**src/rtl/hex_text_pkg.sv**
```systemverilog
// rtl/hex_text_pkg.sv - shared types and sizes for the hex-text overlay controller
package hex_text_pkg;

    localparam int COLS_DEF = 16;
    localparam int ROWS_DEF = 8;
    localparam int COL_W    = 4;
    localparam int ROW_W    = 3;
    localparam int ADDR_W   = COL_W + ROW_W;
    localparam int DEPTH    = 1 << ADDR_W;

    typedef struct packed {
        logic       valid;
        logic [3:0] nibble;
    } cell_t;

    typedef enum logic [1:0] {
        IDLE    = 2'd0,
        GRANT_A = 2'd1,
        GRANT_B = 2'd2,
        CLEAR   = 2'd3
    } state_t;

endpackage

```
**src/rtl/hex_text_arb.sv**
```systemverilog
// rtl/hex_text_arb.sv - two-way round-robin arbiter for buffer write requesters
module hex_text_arb (
    input  logic       clk,
    input  logic       reset,
    input  logic [1:0] req,
    input  logic       gate,
    output logic [1:0] grant
);

    // ptr_q names the requester that wins a tie: 0 = A, 1 = B
    logic ptr_q, ptr_d;

    always_comb begin
        grant = 2'b00;
        ptr_d = ptr_q;
        if (gate) begin
            if (req == 2'b11) begin
                grant = ptr_q ? 2'b10 : 2'b01;
            end else begin
                grant = req;
            end
        end
        if (grant[0]) begin
            ptr_d = 1'b1;
        end else if (grant[1]) begin
            ptr_d = 1'b0;
        end
    end

    always_ff @(posedge clk) begin
        if (reset) begin
            ptr_q <= 1'b0;
        end else begin
            ptr_q <= ptr_d;
        end
    end

endmodule

```
**src/rtl/hex_text_ctrl.sv**
```systemverilog
// rtl/hex_text_ctrl.sv - 16x8 hex character buffer, blank-time write scheduler and pixel path
module hex_text_ctrl
    import hex_text_pkg::*;
#(
    parameter int COLS = COLS_DEF,
    parameter int ROWS = ROWS_DEF
) (
    input  logic        clk,
    input  logic        reset,
    input  logic        blank,
    input  logic [6:0]  char_x,
    input  logic [6:0]  char_y,
    input  logic [15:0] char_data,
    input  logic        wr_req_a,
    input  logic [6:0]  wr_addr_a,
    input  logic [4:0]  wr_data_a,
    output logic        ack_a,
    input  logic        wr_req_b,
    input  logic [6:0]  wr_addr_b,
    input  logic [4:0]  wr_data_b,
    output logic        ack_b,
    input  logic        clear_req,
    output logic        clear_busy,
    output logic        pixel
);

    localparam logic [6:0] COLS_LIM = 7'(COLS);
    localparam logic [6:0] ROWS_LIM = 7'(ROWS);

    cell_t             buf_q [DEPTH];
    state_t            state_q, state_d;
    logic [ADDR_W-1:0] cnt_q, cnt_d;
    logic              pend_q, pend_d;
    logic [1:0]        grant;
    logic              gate;
    logic              wr_en;
    logic [ADDR_W-1:0] wr_addr;
    cell_t             wr_cell;
    cell_t             cell_q;
    logic              in_win_q;
    logic              pixel_q;

    // Writes are only offered while idle in blanking with no clear outstanding
    assign gate = (state_q == IDLE) && blank && !clear_req && !pend_q;

    hex_text_arb u_arb (
        .clk   (clk),
        .reset (reset),
        .req   ({wr_req_b, wr_req_a}),
        .gate  (gate),
        .grant (grant)
    );

    always_comb begin
        state_d = state_q;
        cnt_d   = cnt_q;
        pend_d  = pend_q;
        wr_en   = 1'b0;
        wr_addr = cnt_q;
        wr_cell = '0;
        case (state_q)
            IDLE: begin
                if (clear_req || pend_q) begin
                    state_d = CLEAR;
                    cnt_d   = '0;
                    pend_d  = 1'b0;
                end else if (grant[0]) begin
                    wr_en   = 1'b1;
                    wr_addr = wr_addr_a;
                    wr_cell = cell_t'(wr_data_a);
                    state_d = GRANT_A;
                end else if (grant[1]) begin
                    wr_en   = 1'b1;
                    wr_addr = wr_addr_b;
                    wr_cell = cell_t'(wr_data_b);
                    state_d = GRANT_B;
                end
            end
            GRANT_A, GRANT_B: begin
                // A clear pulse landing in the ack cycle is held, not dropped
                state_d = IDLE;
                if (clear_req) begin
                    pend_d = 1'b1;
                end
            end
            CLEAR: begin
                if (clear_req) begin
                    cnt_d = '0;
                end else if (blank) begin
                    wr_en = 1'b1;
                    cnt_d = cnt_q + 1'b1;
                    if (&cnt_q) begin
                        state_d = IDLE;
                    end
                end
            end
            default: state_d = CLEAR;
        endcase
    end

    always_ff @(posedge clk) begin
        if (reset) begin
            state_q  <= CLEAR;
            cnt_q    <= '0;
            pend_q   <= 1'b0;
            in_win_q <= 1'b0;
            pixel_q  <= 1'b0;
        end else begin
            state_q  <= state_d;
            cnt_q    <= cnt_d;
            pend_q   <= pend_d;
            in_win_q <= (char_x < COLS_LIM) && (char_y < ROWS_LIM) && !blank;
            pixel_q  <= in_win_q & cell_q.valid & char_data[cell_q.nibble];
        end
    end

    // Buffer has no reset; its contents are rebuilt by the clear that reset starts
    always_ff @(posedge clk) begin
        if (wr_en && !reset) begin
            buf_q[wr_addr] <= wr_cell;
        end
        cell_q <= buf_q[{char_y[ROW_W-1:0], char_x[COL_W-1:0]}];
    end

    assign ack_a      = (state_q == GRANT_A);
    assign ack_b      = (state_q == GRANT_B);
    assign clear_busy = (state_q == CLEAR) || pend_q;
    assign pixel      = pixel_q;

endmodule

```
**config.mk**
```make
export PLATFORM = sky130hd
export DESIGN_NAME = hex_text_ctrl
export DESIGN_NICKNAME = d
export VERILOG_FILES = /design/src/rtl/hex_text_pkg.sv /design/src/rtl/hex_text_arb.sv /design/src/rtl/hex_text_ctrl.sv
export SDC_FILE = /design/constraint.sdc
export NUM_CORES = 1
export LEC_CHECK = 0
export ABC_AREA = 1
export BUFFER_PORTS_ARGS = -buffer_cell sky130_fd_sc_hd__buf_2
export CAP_MARGIN = 10
export CORE_ASPECT_RATIO = 0.9
export CORE_UTILIZATION = 24
export DETAILED_ROUTE_END_ITERATION = 8
export PLACE_DENSITY = 0.37
export SYNTH_ARGS = -nofsm -noshare
export SYNTH_HDL_FRONTEND = slang
export SYNTH_HIERARCHICAL = 1
export SYNTH_SLANG_ARGS = --single-unit
```
**constraint.sdc**
```tcl
create_clock -name clk -period 8 [get_ports clk]
set_clock_uncertainty 0.15 [all_clocks]
set_input_delay 0 -clock clk [delete_from_list [all_inputs] [get_ports clk]]
set_output_delay 0 -clock clk [all_outputs]
set_load 0.005 [all_outputs]
```
==> metrics.txt, run 1 <==
status finished, final reports clean; total I/O pin count 64; Mapped Avg Cell Area 11.1 um^2; prevailing post-synth register cell edfxtp_1; final non-filler cell total 4065; cts bufs inserted 70; crit path max fanout 17; Post-CTS Resized 0; Final Critical Period between 5000 and 6000 ps; Final Hold Viols 0; switch share 0.227; synth warn 6; compound-cell area share of the yosys netlist 0.0146; Critical Path, Cell by Cell inv_1, ha_1, nand2_4, nor2_1, nand2_1, a21oi_1, o21ai_1, a211oi_2, nand3_2, nor2_1; WP data required roughly 8000 ps; count of cell types in the netlist 39; register bit count reported by yosys ~660; grt total ovfl 0; Clock Path Buffers 3; most frequent CP cell nor2_1; WS Path Type register to register; Post-synth EDFFs 640; vias in the first global route 19000; Worst Path Arrival 5690 ps; clk root buf clkbuf_16; setup tns final 0 ps; Die Y roughly 320 um; die area 0.116 mm^2; Synth Area in XOR/XNOR 0; starting density of the core 0.243; setup ws final 2400 ps; Post-Route WL between 80000 and 90000 um; Synth Cell Area around 0.028 mm^2; worst-margin pin slew about 1100 ps; Hold/Removal Path Class input pin to register; area leader, netlist edfxtp_1; Worst setup EP type register; gp weighted congestion 0.784; Post-Syn Instances around 2500; Routed WL per cell about 21 um; H-tree depth 3; Die X about 360 um; Final Core Density 0.280; Worst setup SP type register; Leak roughly 12 nW; initial antenna violation count 2; RSZ-0062 raised after global routing no; P&R area growth vs syn 15.3%; Internal approximately 5.6 mW; register area share after synthesis 0.709; Residual DRC 0; PD cells 227 mW/mm^2; Switch Pwr about 1.6 mW; core area between 0.1 and 0.15 mm^2; max incr delay on CP about 1000 ps; fin crit share 0.700; Post-DP HPWL between 40000 and 50000 um; simple logic cell fraction of the synthesized area 0.245; number of DRC markers in iteration 0 about 1600; post-synthesis mux area share 0; Avg Vias per Cell 4.59; # setup viols final 0; # port buffers 63; global-route total usage across every layer 0.145; share of power burned in registers 0.518; Worst path slowest cell nand3_2; MaxCap Viol Count 0; clk slew on worst S/H paths around 70 ps; top cells by area, synth edfxtp_1, nand2_1, nand3_1, nor2_1, dfxtp_1; Post-DRT Antenna Nets 0; DRT Pass-1 Iters 7; max-slew violations 0; final-stage net count 2592; layout cells sized above 1 0.0873; clk_lat worst skew between 600 and 700 ps; Fill cells between 10000 and 15000; clock power share 0.421; Placed Instances roughly 4000; Slew HR 0.259; pre-CTS WS 2430 ps; Combinational Power Share 0.061; Clock Sinks ~660; first-pass GRT wire length about 120000 um; CTS tree built; # rows roughly 120; Max Fclk approximately 180 MHz; largest net degree at the start of global routing 129; post-CTS setup buffer count 0; Post-Synth Adder-Cell Area 0.00227; ys async rst share 0; CTS Hold Buffers Added 31; main combinational cell family by area after synthesis simple AND/OR/NAND/NOR gates; top-area cell type share of the netlist area 0.696; Peak VDD IR around 0.00013 V; syn nets around 2600; DR vias 18700
final timing paths:
check | endpoint | depth (start not counted) | from | slack [ps]
min reg2reg | cnt_q[4] | 2 | cnt_q[4] | 360
max | buf_q[32][4] | 10 | state_q[0] | 2400
max reg2reg | buf_q[32][4] | 10 | state_q[0] | 2400
min | pend_q | 3 | reset | 70
cell usage after synthesis (2+ instances only):
library cell    n
dfxtp_1        18
o21ai_2         3
nor2_2          2
buf_4           3
a22oi_1         5
o31ai_1         3
nor3_1          7
o221ai_1        2
o211ai_1        2
ha_1            5
nand3_2        10
nand2_1       803
clkbuf_1       77
a21oi_2         3
inv_2          10
inv_1          27
nand2_2         4
clkinv_1        3
nand3_1       585
a21oi_1        15
buf_2          46
nor2_1        158
edfxtp_1      640
o21ai_1         5
o21ai_0        17
nor4_1          2
buf_1          25
power by group through the flow:
stage	logic (mW)	clock network [mW]	registers (mW)
finish	0.438	3.04	3.74
global route	0.482	3.25	3.74
CTS	0.441	3.14	3.74
detailed placement	0.422	0	3.82
global placement	0.420	0	3.82
floorplan	0.269	0	3.81
metal layers:
metal  GRT usage  vias up  share of wire
met4      0.0330        0          0.019
li1            -     8800              -
met2       0.236      471           0.46
met1       0.198     9284           0.47
met5           0        -              0
met3      0.0267      108          0.053
cell type report:
| class | instances | area [um^2] | share of cell area |
|---|---|---|---|
| multi-input combinational | 1642 | 7270 | 0.228 |
| tap | 1487 | 1860 | 0.0585 |
| inverter | 40 | 163 | 0.00511 |
| clock inverter | 35 | 226 | 0.00712 |
| clock buffer | 86 | 1880 | 0.0590 |
| timing repair buffer | 115 | 840 | 0.0264 |
| sequential | 658 | 19600 | 0.615 |
| antenna | 2 | 5.00 | 0.000157 |
sequential cells by signal, indices dropped and copies added (netlist names):
| signal | flops |
|---|---|
| pixel | 1 |
| u_arb/ptr_q | 1 |
| in_win_q | 1 |
| cnt_q | 7 |
| state_q | 2 |
| buf_q | 640 |
| pend_q | 1 |
| cell_q | 5 |
stage by stage:
| stage | hold WS, ps | cell area, um^2 | power (mW) |
|---|---|---|---|
| final | 72.2 | 31800 | 7.23 |
| after global routing | 69.8 | 31800 | 7.47 |
| after CTS | 23.2 | 31800 | 7.32 |
| after detailed placement | 26.3 | 29400 | 4.24 |
| after global placement | 20.7 | 29400 | 4.24 |
| after floorplan | -87.6 | 27600 | 4.08 |
critical path, delay by kind of cell, from the launching register on:
family	cells	cell delay, ps
and+or+nand+nor	5	2130
AOI/OAI and AO/OA	3	1970
DFF	1	340
adders and majority gates	1	500
buffers and inverters	1	100
layout by cell type (no fill, tap or decap), types with 17 or more instances in the layout:
master and count:
nor2_1 153, o21ai_0 17, dfxtp_1 18, dlygate4sd3_1 31, edfxtp_1 640, nand2_1 803, nand3_1 585, buf_2 60
inv_1 27, clkbuf_16 73, buf_4 19
logic make-up after synthesis:
group	after synthesis
buf+inv	192
simple gates	1576
compound gates	61
flops	658
fa+ha+maj	5
(Power assumes the default switching activity.)
==> inputs of run 2 (changes only) <==
==> constraint.sdc (replaced) <==
create_clock -name clk -period 5.15 [get_ports clk]
set_clock_uncertainty 0.15 [all_clocks]
set_input_delay 0 -clock clk [delete_from_list [all_inputs] [get_ports clk]]
set_output_delay 0 -clock clk [all_outputs]
set_load 0.005 [all_outputs]
==> run 2 against run 1 <==
Cell count rose by 0.79%; sequential power rose by 56%; sequential share of layout area fell by 1.0 points; critical endpoint is now buf_q[40][3]; design area rose by 1.7%; largest cell class unchanged; register-to-register slack got worse by 1900 ps; first-iteration DRC count rose by 2.3%; combinational power rose by 56%; non-clock buffer count rose by 23; maximum frequency rose by 20%; critical path type unchanged; power rose by 60%.
==> metrics.txt, run 2 (synthesis results as in run 1) <==
initial antenna violation count 3; Power Total about 12 mW; Placed Instances around 3900; Post-DRT Antenna Nets 0; clk slew on worst S/H paths approximately 60 ps; cts bufs inserted 73; crit path max fanout 13; pre-CTS WS about 840 ps; hold slack final around 45 ps; CTS tree built; Clock Path Buffers 3; post-CTS setup buffer count 0; Hold/Removal Path Class input pin to register; vias in the first global route about 19000; Worst setup SP type register; max-slew violations 0; setup ws final 473 ps; Post-Route WL 86400 um; Worst Hold Endpoint buf_q[76][1]; first-pass GRT wire length about 130000 um; MaxCap Viol Count 0; WS Path Type register to register; # port buffers between 60 and 70; Combinational Power Share 0.059; clk_lat worst skew about 630 ps; Avg Vias per Cell 4.60; core area around 0.11 mm^2; Reg area 0.0196 mm^2; Clock Sinks 658; grt total ovfl 0; starting density of the core 0.243; max incr delay on CP 550 ps; # rows between 100 and 150; max reg flops 640; Max Fclk about 210 MHz; gp weighted congestion approximately 0.79; layout cells sized above 1 0.105; Post-DP HPWL roughly 54000 um; Peak VDD IR 0.000213 V; largest net degree at the start of global routing 210; setup tns final 0 ps; DR vias ~19000; most common cell after layout, fill and taps aside nand2_1; number of DRC markers in iteration 0 between 1500 and 2000; clock power share 0.440; biggest regs buf_q x640, cnt_q x7, cell_q x5; Final Critical Period about 4700 ps; Hold Crit Depth 3; Switch Pwr roughly 2.7 mW; most frequent CP cell nand2_1; placed inst area just under 0.03 mm^2; Worst path slowest cell dlygate4sd3_1; hold path start wr_data_b[1]; status finished, final reports clean; Internal ~9 mW; switch share 0.232; R2R Setup Slk ~470 ps; crit-path leading delay family simple AND/OR/NAND/NOR gates; Fill cells between 10000 and 15000; RR Startpoint state_q[0]; worst-margin pin slew 1160 ps; RSZ-0062 raised after global routing no; worst reg2reg endpoint buf_q[40][3]; largest reg by FF count buf_q; design area about 0.032 mm^2; most frequent cells in the layout nand2_1, edfxtp_1, nand3_1; clk root buf clkbuf_16; PD cells 358 mW/mm^2; WP data required between 5000 and 6000 ps; H-tree depth 3; Critical Path, Cell by Cell inv_1, ha_2, nand2_4, nor2_1, nand2_1, clkinv_1, nand2_2, dlygate4sd3_1, inv_1, inv_2, nor2_2, nand2_1, o21ai_1, nand2_1, o21ai_2, inv_2, nor2_2, nand2_1, nor2_1; worst reg2reg path depth 19; Residual DRC 0; global-route total usage across every layer 0.147; die area ~0.12 mm^2; Multi-input gate area between 0.007 and 0.008 mm^2; # setup viols final 0; Leak 11.8 nW; Routed WL per cell ~21 um; share of power burned in registers 0.502; final non-filler cell total slightly above 4000; P&R area growth vs syn 17.2%; final-stage net count 2618; Worst setup EP type register; total I/O pin count between 60 and 70; Final Core Density 0.285; Die Y about 320 um; Slew HR 0.226; DRT Pass-1 Iters 7; Final Hold Viols 0; Worst Path Arrival around 4800 ps; Die X around 360 um; fin crit share 0.908; CP bufs+invs 6
## run 2: cell types whose count changed in the layout (fill, tap and decap cells not counted), moves of 4 or more
cell,delta
buf_4,+16
dlygate4sd3_1,-9
buf_12,+16
clkinv_2,+4
## run 2: power groups by stage
| stage | registers (mW) | clock network [mW] | logic [mW] |
|---|---|---|---|
| 2_1_floorplan | 5.92 | 0 | 0.418 |
| 3_3_place_gp | 5.93 | 0 | 0.662 |
| 3_5_place_dp | 5.93 | 0 | 0.663 |
| 4_1_cts | 5.82 | 5.23 | 0.687 |
| 5_1_grt | 5.82 | 5.42 | 0.751 |
| 6_report | 5.82 | 5.10 | 0.682 |
## run 2: how the worst max path moves through the flow
stage               startpoint      endpoint  slack [ps]  depth (start not counted)
floorplan           state_q[0]   buf_q[0][0]         730                         13
global placement    state_q[0]  buf_q[71][0]         830                         19
detailed placement  state_q[0]  buf_q[53][3]         840                         18
CTS                 state_q[0]  buf_q[53][3]         270                         19
global route        state_q[0]  buf_q[55][3]         160                         20
finish              state_q[0]  buf_q[40][3]         470                         19
## run 2: layout make-up
type / count / area share
clock inverters: 45 / 0.0123
repair buffers: 138 / 0.0368
flip-flops and latches: 658 / 0.605
well taps: 1487 / 0.0575
multi-input cells: 1642 / 0.225
clock buffers: 86 / 0.0589
inverters: 40 / 0.00495
diodes: 1 / 0.0000773
## run 2: metal layers
metal / part of all wire / GRT usage
met3: 0.044 / 0.0216
met1: 0.47 / 0.203
met4: 0.020 / 0.0367
met2: 0.47 / 0.242
met5: 0.00010 / 0
## run 2: tightest hold or removal path: stages
cell and delay, ps:
buf_2 100, a22oi_1 280, nor2_4 220
## run 2: repair_timing
item | in CTS | in global routing
gates resized for setup | 0 | 1
setup endpoints to repair | 0 | 75
endpoints found under the hold margin | 18 | 0
hold buffers | 22 | 0
==> inputs of run 3 (changes only) <==
--- a/config.mk
+++ b/config.mk
@@ -11,7 +11,7 @@
 export CORE_ASPECT_RATIO = 0.9
 export CORE_UTILIZATION = 24
 export DETAILED_ROUTE_END_ITERATION = 8
-export PLACE_DENSITY = 0.37
+export PLACE_DENSITY = 0.48
 export SYNTH_ARGS = -nofsm -noshare
 export SYNTH_HDL_FRONTEND = slang
 export SYNTH_HIERARCHICAL = 1
==> run 3 against run 2 <==
Clock power shrank 6.9%; design area shrank 0.85%; worst setup slack lost 120 ps; register-to-register slack lost 120 ps; sequential power is essentially flat; critical path depth grew 1; utilization shrank 0.24 points; cell count shrank 0.34%; power shrank 3.0%; sequential cell count is the same; via count shrank 1.9%.
==> metrics.txt, run 3 (synthesis results as in run 1) <==
DRT Pass-1 Iters 5; worst reg2reg endpoint buf_q[16][0]; Post-DP HPWL between 40000 and 50000 um; fin crit share 0.932; GR Layer Usage met1 0.188; global-route total usage across every layer 0.132; initial antenna violation count 0; CTS tree built; Worst setup EP type register; Avg Vias per Cell about 4.5; Fill cells between 10000 and 15000; largest net degree at the start of global routing 154; Die Y between 300 and 400 um; Routed WL per cell 19.0 um; core area roughly 0.11 mm^2; busiest metal layer after global routing met2; clk_lat worst skew about 600 ps; Reg area roughly 0.020 mm^2; PD cells between 300 and 400 mW/mm^2; Peak VDD IR roughly 0.00023 V; most frequent cells in the layout nand2_1, edfxtp_1, nand3_1; H-tree depth 3; Multi-input gate area 0.00728 mm^2; post-CTS setup buffer count 0; # setup viols final 0; layout cells sized above 1 0.0928; Residual DRC 0; total I/O pin count 64; met3 Resource Use GR 0.0253; DR vias approximately 18000; setup tns final 0 ps; # rows approximately 120; max-slew violations 0; R2R Setup Slk around 350 ps; max reg flops 640; most common cell after layout, fill and taps aside nand2_1; Clock Path Buffers 3; RSZ-0062 raised after global routing no; WP data required between 5000 and 6000 ps; # port buffers 63; GRT met2 Usage 0.206; crit path max fanout 10; Critical Path Source state_q[0]; Leak 11.7 nW; Antenna diodes 0; number of DRC markers in iteration 0 1634; largest reg by FF count buf_q; cts bufs inserted between 60 and 70; Max Fclk ~210 MHz; worst-margin pin slew roughly 1100 ps; Slew HR 0.283; gp weighted congestion ~0.82; MaxCap Viol Count 0; vias in the first global route about 18000; grt total ovfl 0; clk slew on worst S/H paths 60 ps; die area roughly 0.12 mm^2; final-stage net count ~2600; Clock Sinks between 600 and 700; biggest regs buf_q x640, cnt_q x7, cell_q x5; worst reg2reg path depth 20; Post-DRT Antenna Nets 0; Post-Route WL approximately 78000 um; Final Critical Period ~4800 ps; status finished, final reports clean; Hold/Removal Path Class input pin to register; Die X ~360 um; first-pass GRT wire length around 120000 um; Critical Path End buf_q[16][0]; starting density of the core 0.243; RR Startpoint state_q[0]; Worst setup SP type register; Final Hold Viols 0; clk root buf clkbuf_16; Power Total between 10 and 15 mW; P&R area growth vs syn 16.2%; WS Path Type register to register; Worst Path Arrival just under 5000 ps
-- run 3: cell type report --
| class | count | area share |
|---|---|---|
| flip-flops and latches | 658 | 0.610 |
| multi-input cells | 1642 | 0.227 |
| clock buffers | 91 | 0.0580 |
| well taps | 1487 | 0.0580 |
| repair buffers | 135 | 0.0347 |
| clock inverters | 30 | 0.00745 |
| inverters | 40 | 0.00499 |
-- run 3: power by group --
part           internal (mW)  total (mW)  switching, mW
clock network           2.70        4.75           2.06
registers               5.80        5.82         0.0205
logic                  0.201       0.676          0.476
-- run 3: metrics by stage --
stage	cells	area (um^2)	setup slack [ps]	util	hold WS [ps]
floorplan	2492	27600	732	-	-87.6
global placement	3932	29700	959	0.261	20.1
detailed placement	3932	29700	887	0.261	20.3
CTS	4083	32100	334	0.282	48.2
global route	4083	32100	179	0.282	92.6
finish	4083	32100	353	0.282	72.0
-- run 3: layer usage --
metal,routed length (um),share of wire
met1,37300,0.48
met2,34500,0.44
met3,4280,0.055
met4,1710,0.022
met5,0,0
-- run 3: repair_timing --
item                       CTS  global route
hold endpoints to repair    33             0
resized for setup            0             2
setup endpoints to repair    0            15
hold buffers                30             0
-- run 3: critical path, cell delays in order (launching register included) --
cell and delay, ps:
dfxtp_1 340, inv_1 100, ha_2 370, nand2_4 160
nor2_1 170, nand2_1 80, clkinv_1 60, nand2_2 50
dlygate4sd3_1 550, inv_1 110, inv_2 60, nand2_2 120
inv_2 70, nand2_1 60, nand2_1 60, a22oi_2 270
inv_1 110, nor2_1 370, nand3_2 420, buf_4 350
nor2_1 380
-- run 3: worst min path at each step --
| stage | startpoint | slack (ps) | cells past startpoint | endpoint |
|---|---|---|---|---|
| after floorplan | reset | -90 | 1 | u_arb/ptr_q |
| after global placement | char_y[3] | 20 | 2 | in_win_q |
| after detailed placement | char_y[4] | 20 | 2 | in_win_q |
| after CTS | char_x[2] | 50 | 9 | cell_q[0] |
| after global routing | reset | 90 | 3 | cnt_q[3] |
| final | char_x[2] | 70 | 9 | cell_q[0] |
